**config.mk**
```make
export PLATFORM = sky130hd
export DESIGN_NAME = spi_register_bank_flat
export DESIGN_NICKNAME = d
export VERILOG_FILES = /design/src/rtl/spi_register_bank_if.sv /design/src/rtl/spi_register_bank.sv /design/src/flat_wrapper.sv
export SDC_FILE = /design/constraint.sdc
export NUM_CORES = 1
export LEC_CHECK = 0
export BUFFER_PORTS_ARGS = -buffer_cell sky130_fd_sc_hd__buf_2
export CAP_MARGIN = 30
export CORE_UTILIZATION = 25
export DETAILED_ROUTE_END_ITERATION = 10
export GPL_TIMING_DRIVEN = 0
export PLACE_DENSITY_LB_ADDON = 0.1
export SETUP_SLACK_MARGIN = 0.3
export SYNTH_ARGS = -nofsm -noshare
export SYNTH_HDL_FRONTEND = slang
export SYNTH_SLANG_ARGS = --single-unit
```
**constraint.sdc**
```tcl
create_clock -name clk -period 5 [get_ports clk]
set_input_delay 0.5 -clock clk [delete_from_list [all_inputs] [get_ports clk]]
set_output_delay 0.5 -clock clk [all_outputs]
set_load 0.005 [all_outputs]
```
**src/rtl/spi_register_bank_if.sv**
```systemverilog
// Register-access bus between the SPI slave front end and the register bank.
// The master drives the address, data and strobes; the slave returns read data.
interface spi_register_bank_if #(
    parameter int NUM_ADDR_BITS = 7,
    parameter int NUM_DATA_BITS = 8
);
    logic [NUM_ADDR_BITS-1:0] spi_addr;
    logic [NUM_DATA_BITS-1:0] spi_write_data;
    logic                     spi_write_stb;
    logic                     spi_read_stb;
    logic [NUM_DATA_BITS-1:0] spi_read_data;

    modport master (
        output spi_addr,
        output spi_write_data,
        output spi_write_stb,
        output spi_read_stb,
        input  spi_read_data
    );

    modport slave (
        input  spi_addr,
        input  spi_write_data,
        input  spi_write_stb,
        input  spi_read_stb,
        output spi_read_data
    );
endinterface

```
**src/rtl/spi_register_bank.sv**
```systemverilog
// SPI-facing register bank: control, status snapshot, sticky events with
// clear-on-read, chip ID and an auto-incrementing 24-bit coefficient write port.
module spi_register_bank #(
    parameter int                     NUM_ADDR_BITS = 7,
    parameter int                     NUM_DATA_BITS = 8,
    parameter logic [NUM_DATA_BITS-1:0] CHIP_ID     = 8'hA5
) (
    input  logic                       clk,
    input  logic                       reset_n,
    spi_register_bank_if.slave         bus,
    output logic [16*NUM_DATA_BITS-1:0] ctrl_regs,
    input  logic [4*NUM_DATA_BITS-1:0]  status_in,
    input  logic [NUM_DATA_BITS-1:0]    event_in,
    output logic [NUM_DATA_BITS-1:0]    event_flags,
    output logic                        irq,
    output logic [NUM_DATA_BITS-1:0]    coef_addr,
    output logic [3*NUM_DATA_BITS-1:0]  coef_data,
    output logic                        coef_wr_stb
);
    localparam int DW = NUM_DATA_BITS;
    localparam int AW = NUM_ADDR_BITS;

    localparam logic [AW-1:0] ADDR_STATUS   = AW'('h10);
    localparam logic [AW-1:0] ADDR_EVENT    = AW'('h14);
    localparam logic [AW-1:0] ADDR_COEF_PTR = AW'('h20);
    localparam logic [AW-1:0] ADDR_COEF_LO  = AW'('h21);
    localparam logic [AW-1:0] ADDR_COEF_MID = AW'('h22);
    localparam logic [AW-1:0] ADDR_COEF_HI  = AW'('h23);
    localparam logic [AW-1:0] ADDR_CHIP_ID  = AW'('h7F);

    logic [DW-1:0]   ctrl_reg [16];
    logic [DW-1:0]   status_byte [4];
    logic [DW-1:0]   read_data_reg;
    logic [DW-1:0]   read_mux;
    logic [DW-1:0]   event_flags_reg;
    logic            irq_reg;
    logic [DW-1:0]   coef_lo_reg;
    logic [DW-1:0]   coef_mid_reg;
    logic [DW-1:0]   coef_addr_reg;
    logic [3*DW-1:0] coef_data_reg;
    logic            coef_wr_stb_reg;

    logic is_ctrl;
    logic is_status;
    logic event_clear;
    logic wr_coef_ptr;
    logic wr_coef_hi;

    assign is_ctrl     = (bus.spi_addr[AW-1:4] == '0);
    assign is_status   = (bus.spi_addr[AW-1:2] == ADDR_STATUS[AW-1:2]);
    assign event_clear = bus.spi_read_stb && (bus.spi_addr == ADDR_EVENT);
    assign wr_coef_ptr = bus.spi_write_stb && (bus.spi_addr == ADDR_COEF_PTR);
    assign wr_coef_hi  = bus.spi_write_stb && (bus.spi_addr == ADDR_COEF_HI);

    genvar gi;
    generate
        for (gi = 0; gi < 16; gi++) begin : g_ctrl
            always_ff @(posedge clk) begin
                if (!reset_n) begin
                    ctrl_reg[gi] <= '0;
                end else if (bus.spi_write_stb && is_ctrl && (bus.spi_addr[3:0] == 4'(gi))) begin
                    ctrl_reg[gi] <= bus.spi_write_data;
                end
            end
            assign ctrl_regs[gi*DW +: DW] = ctrl_reg[gi];
        end
        for (gi = 0; gi < 4; gi++) begin : g_status
            assign status_byte[gi] = status_in[gi*DW +: DW];
        end
    endgenerate

    // Coefficient staging bytes and 0x21-0x23 are write-only and read back as zero.
    always_comb begin
        read_mux = '0;
        if (is_ctrl) begin
            read_mux = ctrl_reg[bus.spi_addr[3:0]];
        end else if (is_status) begin
            read_mux = status_byte[bus.spi_addr[1:0]];
        end else if (bus.spi_addr == ADDR_EVENT) begin
            read_mux = event_flags_reg;
        end else if (bus.spi_addr == ADDR_COEF_PTR) begin
            read_mux = coef_addr_reg;
        end else if (bus.spi_addr == ADDR_CHIP_ID) begin
            read_mux = CHIP_ID;
        end
    end

    always_ff @(posedge clk) begin
        if (!reset_n) begin
            read_data_reg   <= '0;
            event_flags_reg <= '0;
            irq_reg         <= 1'b0;
            coef_lo_reg     <= '0;
            coef_mid_reg    <= '0;
            coef_addr_reg   <= '0;
            coef_data_reg   <= '0;
            coef_wr_stb_reg <= 1'b0;
        end else begin
            if (bus.spi_read_stb) begin
                read_data_reg <= read_mux;
            end
            // New events win over a clear-on-read in the same cycle.
            event_flags_reg <= (event_clear ? '0 : event_flags_reg) | event_in;
            irq_reg         <= |(event_flags_reg & ctrl_reg[15]);

            if (bus.spi_write_stb && (bus.spi_addr == ADDR_COEF_LO)) begin
                coef_lo_reg <= bus.spi_write_data;
            end
            if (bus.spi_write_stb && (bus.spi_addr == ADDR_COEF_MID)) begin
                coef_mid_reg <= bus.spi_write_data;
            end
            coef_wr_stb_reg <= wr_coef_hi;
            if (wr_coef_hi) begin
                coef_data_reg <= {bus.spi_write_data, coef_mid_reg, coef_lo_reg};
            end
            // The pointer advances as the strobe ends; an explicit pointer write overrides it.
            if (wr_coef_ptr) begin
                coef_addr_reg <= bus.spi_write_data;
            end else if (coef_wr_stb_reg) begin
                coef_addr_reg <= coef_addr_reg + 1'b1;
            end
        end
    end

    assign bus.spi_read_data = read_data_reg;
    assign event_flags       = event_flags_reg;
    assign irq               = irq_reg;
    assign coef_addr         = coef_addr_reg;
    assign coef_data         = coef_data_reg;
    assign coef_wr_stb       = coef_wr_stb_reg;
endmodule

```
**src/flat_wrapper.sv**
```systemverilog
// flat-port wrapper written by rule: the top's interface ports become plain ports
module spi_register_bank_flat 
#(
    parameter int                     NUM_ADDR_BITS = 7,
    parameter int                     NUM_DATA_BITS = 8,
    parameter logic [NUM_DATA_BITS-1:0] CHIP_ID     = 8'hA5
)
  (clk, reset_n, ctrl_regs, status_in, event_in, event_flags, irq, coef_addr, coef_data, coef_wr_stb, bus_spi_addr, bus_spi_write_data, bus_spi_write_stb, bus_spi_read_stb, bus_spi_read_data);
  spi_register_bank_if #(.NUM_ADDR_BITS(NUM_ADDR_BITS), .NUM_DATA_BITS(NUM_DATA_BITS)) bus_i ();
  input  logic clk;
  input  logic reset_n;
  output logic [16*NUM_DATA_BITS-1:0] ctrl_regs;
  input  logic [4*NUM_DATA_BITS-1:0] status_in;
  input  logic [NUM_DATA_BITS-1:0] event_in;
  output logic [NUM_DATA_BITS-1:0] event_flags;
  output logic irq;
  output logic [NUM_DATA_BITS-1:0] coef_addr;
  output logic [3*NUM_DATA_BITS-1:0] coef_data;
  output logic coef_wr_stb;
  input wire logic [$bits(bus_i.spi_addr)-1:0] bus_spi_addr;
  input wire logic [$bits(bus_i.spi_write_data)-1:0] bus_spi_write_data;
  input wire logic [$bits(bus_i.spi_write_stb)-1:0] bus_spi_write_stb;
  input wire logic [$bits(bus_i.spi_read_stb)-1:0] bus_spi_read_stb;
  output wire logic [$bits(bus_i.spi_read_data)-1:0] bus_spi_read_data;
  assign bus_i.spi_addr = bus_spi_addr;
  assign bus_i.spi_write_data = bus_spi_write_data;
  assign bus_i.spi_write_stb = bus_spi_write_stb;
  assign bus_i.spi_read_stb = bus_spi_read_stb;
  assign bus_spi_read_data = bus_i.spi_read_data;
  spi_register_bank #(.NUM_ADDR_BITS(NUM_ADDR_BITS), .NUM_DATA_BITS(NUM_DATA_BITS), .CHIP_ID(CHIP_ID)) u_core (.clk(clk), .reset_n(reset_n), .bus(bus_i), .ctrl_regs(ctrl_regs), .status_in(status_in), .event_in(event_in), .event_flags(event_flags), .irq(irq), .coef_addr(coef_addr), .coef_data(coef_data), .coef_wr_stb(coef_wr_stb));
endmodule
```
==> impl_metrics.csv, run 1 <==
group,metric,value,unit
cts,cts_sinks,194,
timing,max_clock_freq,421.3,MHz
timing,maxSlewViolCount,0,
timing,period_needed,2.373,ns
cts,cts_made_buffers,17,
layout,drive_gt1_frac,0.3259,
floorplan,start_util,0.2529,
floorplan,fp.dieW,191.5,um
timing,skew,0.01195,ns
global_route,grt_pass1_wl,50750,um
global_route,grt_pass1_vias,7203,
layout,syn2layout_area_growth,26.38,%
layout,multi_input_area,3507,um2
timing,fin_crit_sh,0.4747,
critical_path,critPathCaptureType,"flip-flop",
placed_design,dp_cells,1463,
logic_synthesis,ys_seq_elements,194,
logic_synthesis,ys_seq_area_frac,0.5755,
cts,htreeDepth,4,
hold_path,min_to,"u_core.event_flags[7]",
layout,nNetsFinal,1081,
hold_path,min_from,"event_in[7]",
layout,regArea,5165,um2
logic_synthesis,synth_edf_count,128,
floorplan,rows,69,
cts,clk_latency,0.45,ns
drt,ant_nets,0,
timing,finalSetupTns,0,ns
timing,max_slew_margin,0.3990,
drt,firstDrtPassIters,5,
layout,finalNonFillerCells,1496,
logic_synthesis,synthDistinctLibCells,55,
run_status,status,"completed",
layout,final_area,11340,um2
floorplan,dieArea,36660,um2
cts,clk_pin_slew,0.07,ns
global_route,grt_max_degree,20,
critical_path,worstSetupPathType,"input port to flip-flop",
drt,postRouteWirelength,36350,um
timing,rsz0062_at_grt,"false",
power,power_frac_comb,0.103,
job,cap_violations,0,
logic_synthesis,synthCells,763,
logic_synthesis,syn-num-nets,823,
layout,fillers,3725,
power,p_seq_frac,0.512,
drt,drt_iter0_drc,433,
timing,finalSetupViolations,0,
critical_path,required,5.16,ns
drt,wl_per_cell,24.30,um
placed_design,post-dp-hpwl,28090,um
drt,drcViolationCount,0,
critical_path,r2r-end,"u_core.bus.spi_read_data[4]",
placed_design,gp_congestion,0.7747,
power,irDropWorstVdd,0.0002454,V
critical_path,rr_worst_depth,4,
power,intPower,0.002578,W
critical_path,crit_fanout,10,
global_route,grt_use_total,0.1999,
drt,vias,7091,
critical_path,r2r_slack,3.14,ns
cts,hold_buffers,0,
placed_design,dpl-instance-area,10780,um2
floorplan,core,35480,um2
global_route,antenna_found_initial,1,
power,power_switching_share,0.2758,
cts,root_buffer,"clkbuf_16",
cts,ctsResizeCount,0,
timing,tightest_slew,0.8955,ns
cts,cts_setup_buffers,0,
floorplan,die_h,191.5,um
global_route,gr-total-overflow,0,
critical_path,r2r_start,"u_core.ctrl_reg[7][4]",
logic_synthesis,post_synth.cell_area_avg,11.76,um2
cts,cts.path.max_buffers,2,
hold_path,hold_class,"input port to flip-flop",
power,power_density,313.9,nW/um2
critical_path,start_kind,"input port",
placed_design,io_buffers,224,
power,pwr-share-clk,0.385,
logic_synthesis,synthFlopType,"edfxtp_1",
layout,largest_reg_flops,128,
drt,vias_per_cell,4.740,
floorplan,io_pins,237,
critical_path,worstPathArrival,2.53,ns
logic_synthesis,yosysWarnings,0,
timing,hold_viol_final,0,
logic_synthesis,ys_async_sr_fraction,0,
hold_path,whs_path_depth,3,
logic_synthesis,syn_area,8975,um2
cts,cts_tree,"built",
layout,post-route-util,0.3197,
power,p_leak,4.366,nW
power,power_switching,0.0009822,W
per-stage QoR:
step                hold WS [ns]  total power (W)  setup WS, ns
finish                    0.2643         0.003561         2.627
global route              0.2632         0.003684         2.448
CTS                       0.2481         0.003602         2.659
detailed placement        0.4451         0.002235         2.194
global placement          0.4424         0.002228         1.674
floorplan                 0.4321         0.002002         2.671
critical path: stages:
cell     delay (ns)
buf_2          0.15
nor3_2         0.41
buf_2          0.35
nand3_2        0.23
o21ai_0        0.59
buf_4          0.28
cell usage after synthesis, drive strengths merged (4+ instances only):
master | instances | area (um2)
a211oi | 12 | 90.09
a21oi | 52 | 260.3
a22o | 5 | 43.79
a22oi | 12 | 90.09
and2 | 128 | 800.8
and3 | 8 | 50.05
buf | 26 | 173.9
clkbuf | 30 | 113.9
dfxtp | 66 | 1321
edfxtp | 128 | 3844
mux2i | 9 | 90.09
mux4 | 36 | 833.3
nand2 | 100 | 375.4
nand2b | 5 | 31.28
nand3 | 32 | 170.2
nand4 | 6 | 37.54
nor2 | 42 | 160.2
nor2b | 4 | 25.02
o21ai | 18 | 90.09
o311ai | 6 | 52.56
xor2 | 6 | 52.55
cell usage in the layout (no fill, tap or decap), drive strengths merged, types with 8 or more instances in the layout:
cell,n
a211oi,12
a21oi,52
a22oi,12
and2,128
and3,8
buf,265
clkbuf,48
dfxtp,66
edfxtp,128
inv,12
mux2i,9
mux4,36
nand2,100
nand3,32
nor2,42
o21ai,18
worst max path at each step:
stage | end | cells past startpoint | slack [ns] | from
finish | u_core.ctrl_reg[3][2] | 6 | 2.63 | bus_spi_addr[4]
global route | u_core.ctrl_reg[11][5] | 6 | 2.45 | bus_spi_addr[3]
CTS | u_core.ctrl_reg[11][5] | 6 | 2.66 | bus_spi_addr[3]
detailed placement | u_core.ctrl_reg[11][6] | 6 | 2.19 | bus_spi_addr[3]
floorplan | u_core.ctrl_reg[4][0] | 5 | 2.67 | bus_spi_addr[1]
global placement | u_core.ctrl_reg[1][4] | 5 | 1.67 | bus_spi_addr[4]
cell families (layout without fill, tap and decap cells):
group,Yosys count,after routing,share of synthesized area
flip-flops,194,194,0.5755
AND/OR/NAND/NOR,334,334,0.1921
AO/OA/AOI/OAI,120,120,0.08504
buffers and inverters,60,331,0.03374
adder cells (fa/ha/maj),1,1,0.001394
multiplexers,47,47,0.1054
XOR/XNOR,7,7,0.006831
other,0,1,0
layout make-up:
class / instances / share of cell area
plain buffers: 56 / 0.02537
inverters: 4 / 0.001324
flip-flops and latches: 194 / 0.4554
well taps: 461 / 0.05086
repair buffers: 239 / 0.1079
clock buffers: 18 / 0.03784
multi-input cells: 509 / 0.3092
diodes: 1 / 0.0002206
clock inverters: 14 / 0.01191
power groups by stage:
stage,combinational (W),sequential (W),clock (W)
floorplan,0.000161,0.00184,0
global placement,0.000362,0.00187,0
detailed placement,0.000373,0.00186,0
CTS,0.000374,0.00183,0.00140
global route,0.000396,0.00183,0.00146
finish,0.000368,0.00182,0.00137
routing by layer:
layer / global-route usage / vias up / wire, um
li1: - / 3293 / -
met1: 0.2702 / 3565 / 16550
met2: 0.3292 / 215 / 17480
met3: 0.03929 / 18 / 1993
met4: 0.04304 / 0 / 327
met5: 0 / - / 0
No activity file was read; power rests on OpenSTA's default activity.
==> inputs of run 2 (changes only) <==
clock period = 2.4 ns   (was 5 ns; I/O delays follow)
==> run 2 against run 1 <==
Global-route usage hardly changed. Clock power is 110% higher. Wire length hardly changed. Final cell count is 0.13% higher. Utilization is 0.078 points higher. Combinational power is 110% higher. Power is 110% higher. Largest power group unchanged. Sequential cell count stayed put. Register-to-register slack worse by 2.6 ns.
==> impl_metrics.csv, run 2 (synthesized netlist as in run 1, its figures left out) <==
group,metric,value,unit
timing,max_clock_freq,470.2,MHz
global_route,antenna_found_initial,1,
cts,cts_sinks,194,
cts,root_buffer,"clkbuf_16",
drt,postRouteWirelength,36350,um
timing,hold_viol_final,0,
critical_path,critPathCaptureType,"flip-flop",
layout,nNetsFinal,1084,
critical_path,r2r_slack,0.54,ns
critical_path,start_kind,"input port",
power,power_switching,0.002039,W
layout,antenna_cells_inserted,0,
layout,largest_reg_flops,128,
floorplan,start_util,0.2529,
placed_design,place_ws,-0.1461,ns
floorplan,fp.dieW,191.5,um
critical_path,r2r_start,"u_core.ctrl_reg[7][1]",
global_route,grt_max_degree,20,
drt,ant_nets,0,
drt,drcViolationCount,0,
critical_path,rr_worst_depth,4,
global_route,grt_use_total,0.2000,
power,power_density,652.1,nW/um2
critical_path,setup.worst_path.start,"bus_spi_addr[4]",
cts,htreeDepth,4,
critical_path,crit_fanout,10,
power,power_frac_comb,0.104,
timing,tightest_slew,0.8930,ns
critical_path,required,2.55,ns
timing,period_needed,2.127,ns
power,power_switching_share,0.2751,
critical_path,slowest_delay,0.59,ns
timing,max_slew_margin,0.4007,
layout,fillers,3723,
critical_path,r2r-end,"u_core.bus.spi_read_data[1]",
drt,vias_per_cell,4.739,
floorplan,dieArea,36660,um2
layout,layout_common_cells,"buf_2, and2_1, edfxtp_1",
critical_path,worstSetupPathType,"input port to flip-flop",
placed_design,io_buffers,224,
cts,cts_made_buffers,17,
power,p_seq_frac,0.512,
timing,fin_crit_sh,0.8862,
critical_path,crit_chain,"buf_2, nor3_2, buf_2, nand3_2, o21ai_0, buf_4",
floorplan,io_pins,237,
timing,skew,0.01230,ns
critical_path,crit_end,"u_core.ctrl_reg[3][2]",
timing,finalSetupViolations,0,
floorplan,rows,69,
global_route,gr-total-overflow,0,
critical_path,crit_top_cell,"buf_2",
drt,wl_per_cell,24.27,um
global_route,grt_pass1_vias,7216,
timing,fin_ws,0.2732,ns
job,cap_violations,0,
layout,post-route-util,0.3204,
layout,final_common_cell,"buf_2",
hold_path,hold_class,"input port to flip-flop",
drt,vias,7099,
cts,cts.path.max_buffers,2,
run_status,status,"completed",
global_route,grt_pass1_wl,50780,um
drt,drt_iter0_drc,504,
cts,clk_latency,0.45,ns
critical_path,worstPathArrival,2.28,ns
cts,cts_setup_buffers,0,
layout,drive_gt1_frac,0.3250,
drt,firstDrtPassIters,5,
critical_path,slowest_stage,"o21ai_0",
floorplan,core,35480,um2
power,pwr-share-clk,0.384,
placed_design,post-dp-hpwl,28090,um
power,intPower,0.005375,W
layout,syn2layout_area_growth,26.68,%
cts,cts_tree,"built",
floorplan,die_h,191.5,um
cts,clk_pin_slew,0.07,ns
power,p_leak,4.378,nW
power,irDropWorstVdd,0.0005073,V
timing,maxSlewViolCount,0,
timing,rsz0062_at_grt,"true",
placed_design,gp_congestion,0.7747,
power,power,0.007414,W
run 2: cell types whose count changed in the layout (fill, tap and decap cells not counted):
| cell | change |
|---|---|
| diode_2 | -1 |
| dlygate4sd3_1 | +3 |
| o21ai_0 | -5 |
| o21ai_1 | +5 |
run 2: repair_timing:
| item | in CTS | in global routing |
|---|---|---|
| endpoints found under the hold margin | 3 | 0 |
| gates resized for setup | 0 | 5 |
| hold buffers | 3 | 0 |
| setup endpoints to repair | 0 | 36 |
run 2: layout make-up:
cell class / count / area, um2 / area share
clock buffer: 18 / 429.2 / 0.03775
sequential: 194 / 5165 / 0.4543
clock inverter: 14 / 135.1 / 0.01189
inverter: 4 / 15.01 / 0.001321
timing repair buffer: 242 / 1254 / 0.1103
tap: 461 / 576.8 / 0.05073
multi-input combinational: 509 / 3507 / 0.3085
buffer: 56 / 287.8 / 0.02531
run 2: power by group through the flow:
stage / sequential [W] / clock [W] / combinational [W]
finish: 0.00380 / 0.00285 / 0.000771
global route: 0.00381 / 0.00304 / 0.000830
CTS: 0.00380 / 0.00292 / 0.000783
detailed placement: 0.00388 / 0 / 0.000776
global placement: 0.00389 / 0 / 0.000755
floorplan: 0.00383 / 0 / 0.000336
run 2: routing by layer:
| layer | global-route usage | up-vias | share of wire |
|---|---|---|---|
| met5 | 0 | - | 0 |
| met3 | 0.03984 | 16 | 0.060 |
| met1 | 0.2699 | 3552 | 0.45 |
| li1 | - | 3297 | - |
| met2 | 0.3294 | 234 | 0.48 |
| met4 | 0.04304 | 0 | 0.0086 |
run 2: through the flow:
stage               TNS [ns]  hold WS [ns]  instance area, um2  instances
floorplan                  0        0.3574                8975        763
global placement      -58.61        0.4424               10670       1448
detailed placement    -3.172        0.4451               10780       1463
CTS                        0     0.0007649               11370       1498
global route               0       0.02808               11370       1498
finish                     0       0.01357               11370       1498
run 2: worst min-delay path by stage:
stage               depth (start not counted)  slack [ns]                     to                  from
finish                                      3        0.01  u_core.event_flags[0]           event_in[0]
global route                                3        0.03  u_core.event_flags[0]           event_in[0]
CTS                                         3      0.0008  u_core.event_flags[1]           event_in[1]
floorplan                                   2        0.36  u_core.event_flags[0]           event_in[0]
global placement                            2        0.44   u_core.coef_data[10]  u_core.coef_data[10]
detailed placement                          2        0.45    u_core.coef_data[9]   u_core.coef_data[9]
run 2: critical path, delay by kind of cell:
kind	cells	cell delay (ns)
AO/OA/AOI/OAI	1	0.59
buffers and inverters	3	0.79
AND/OR/NAND/NOR	2	0.66
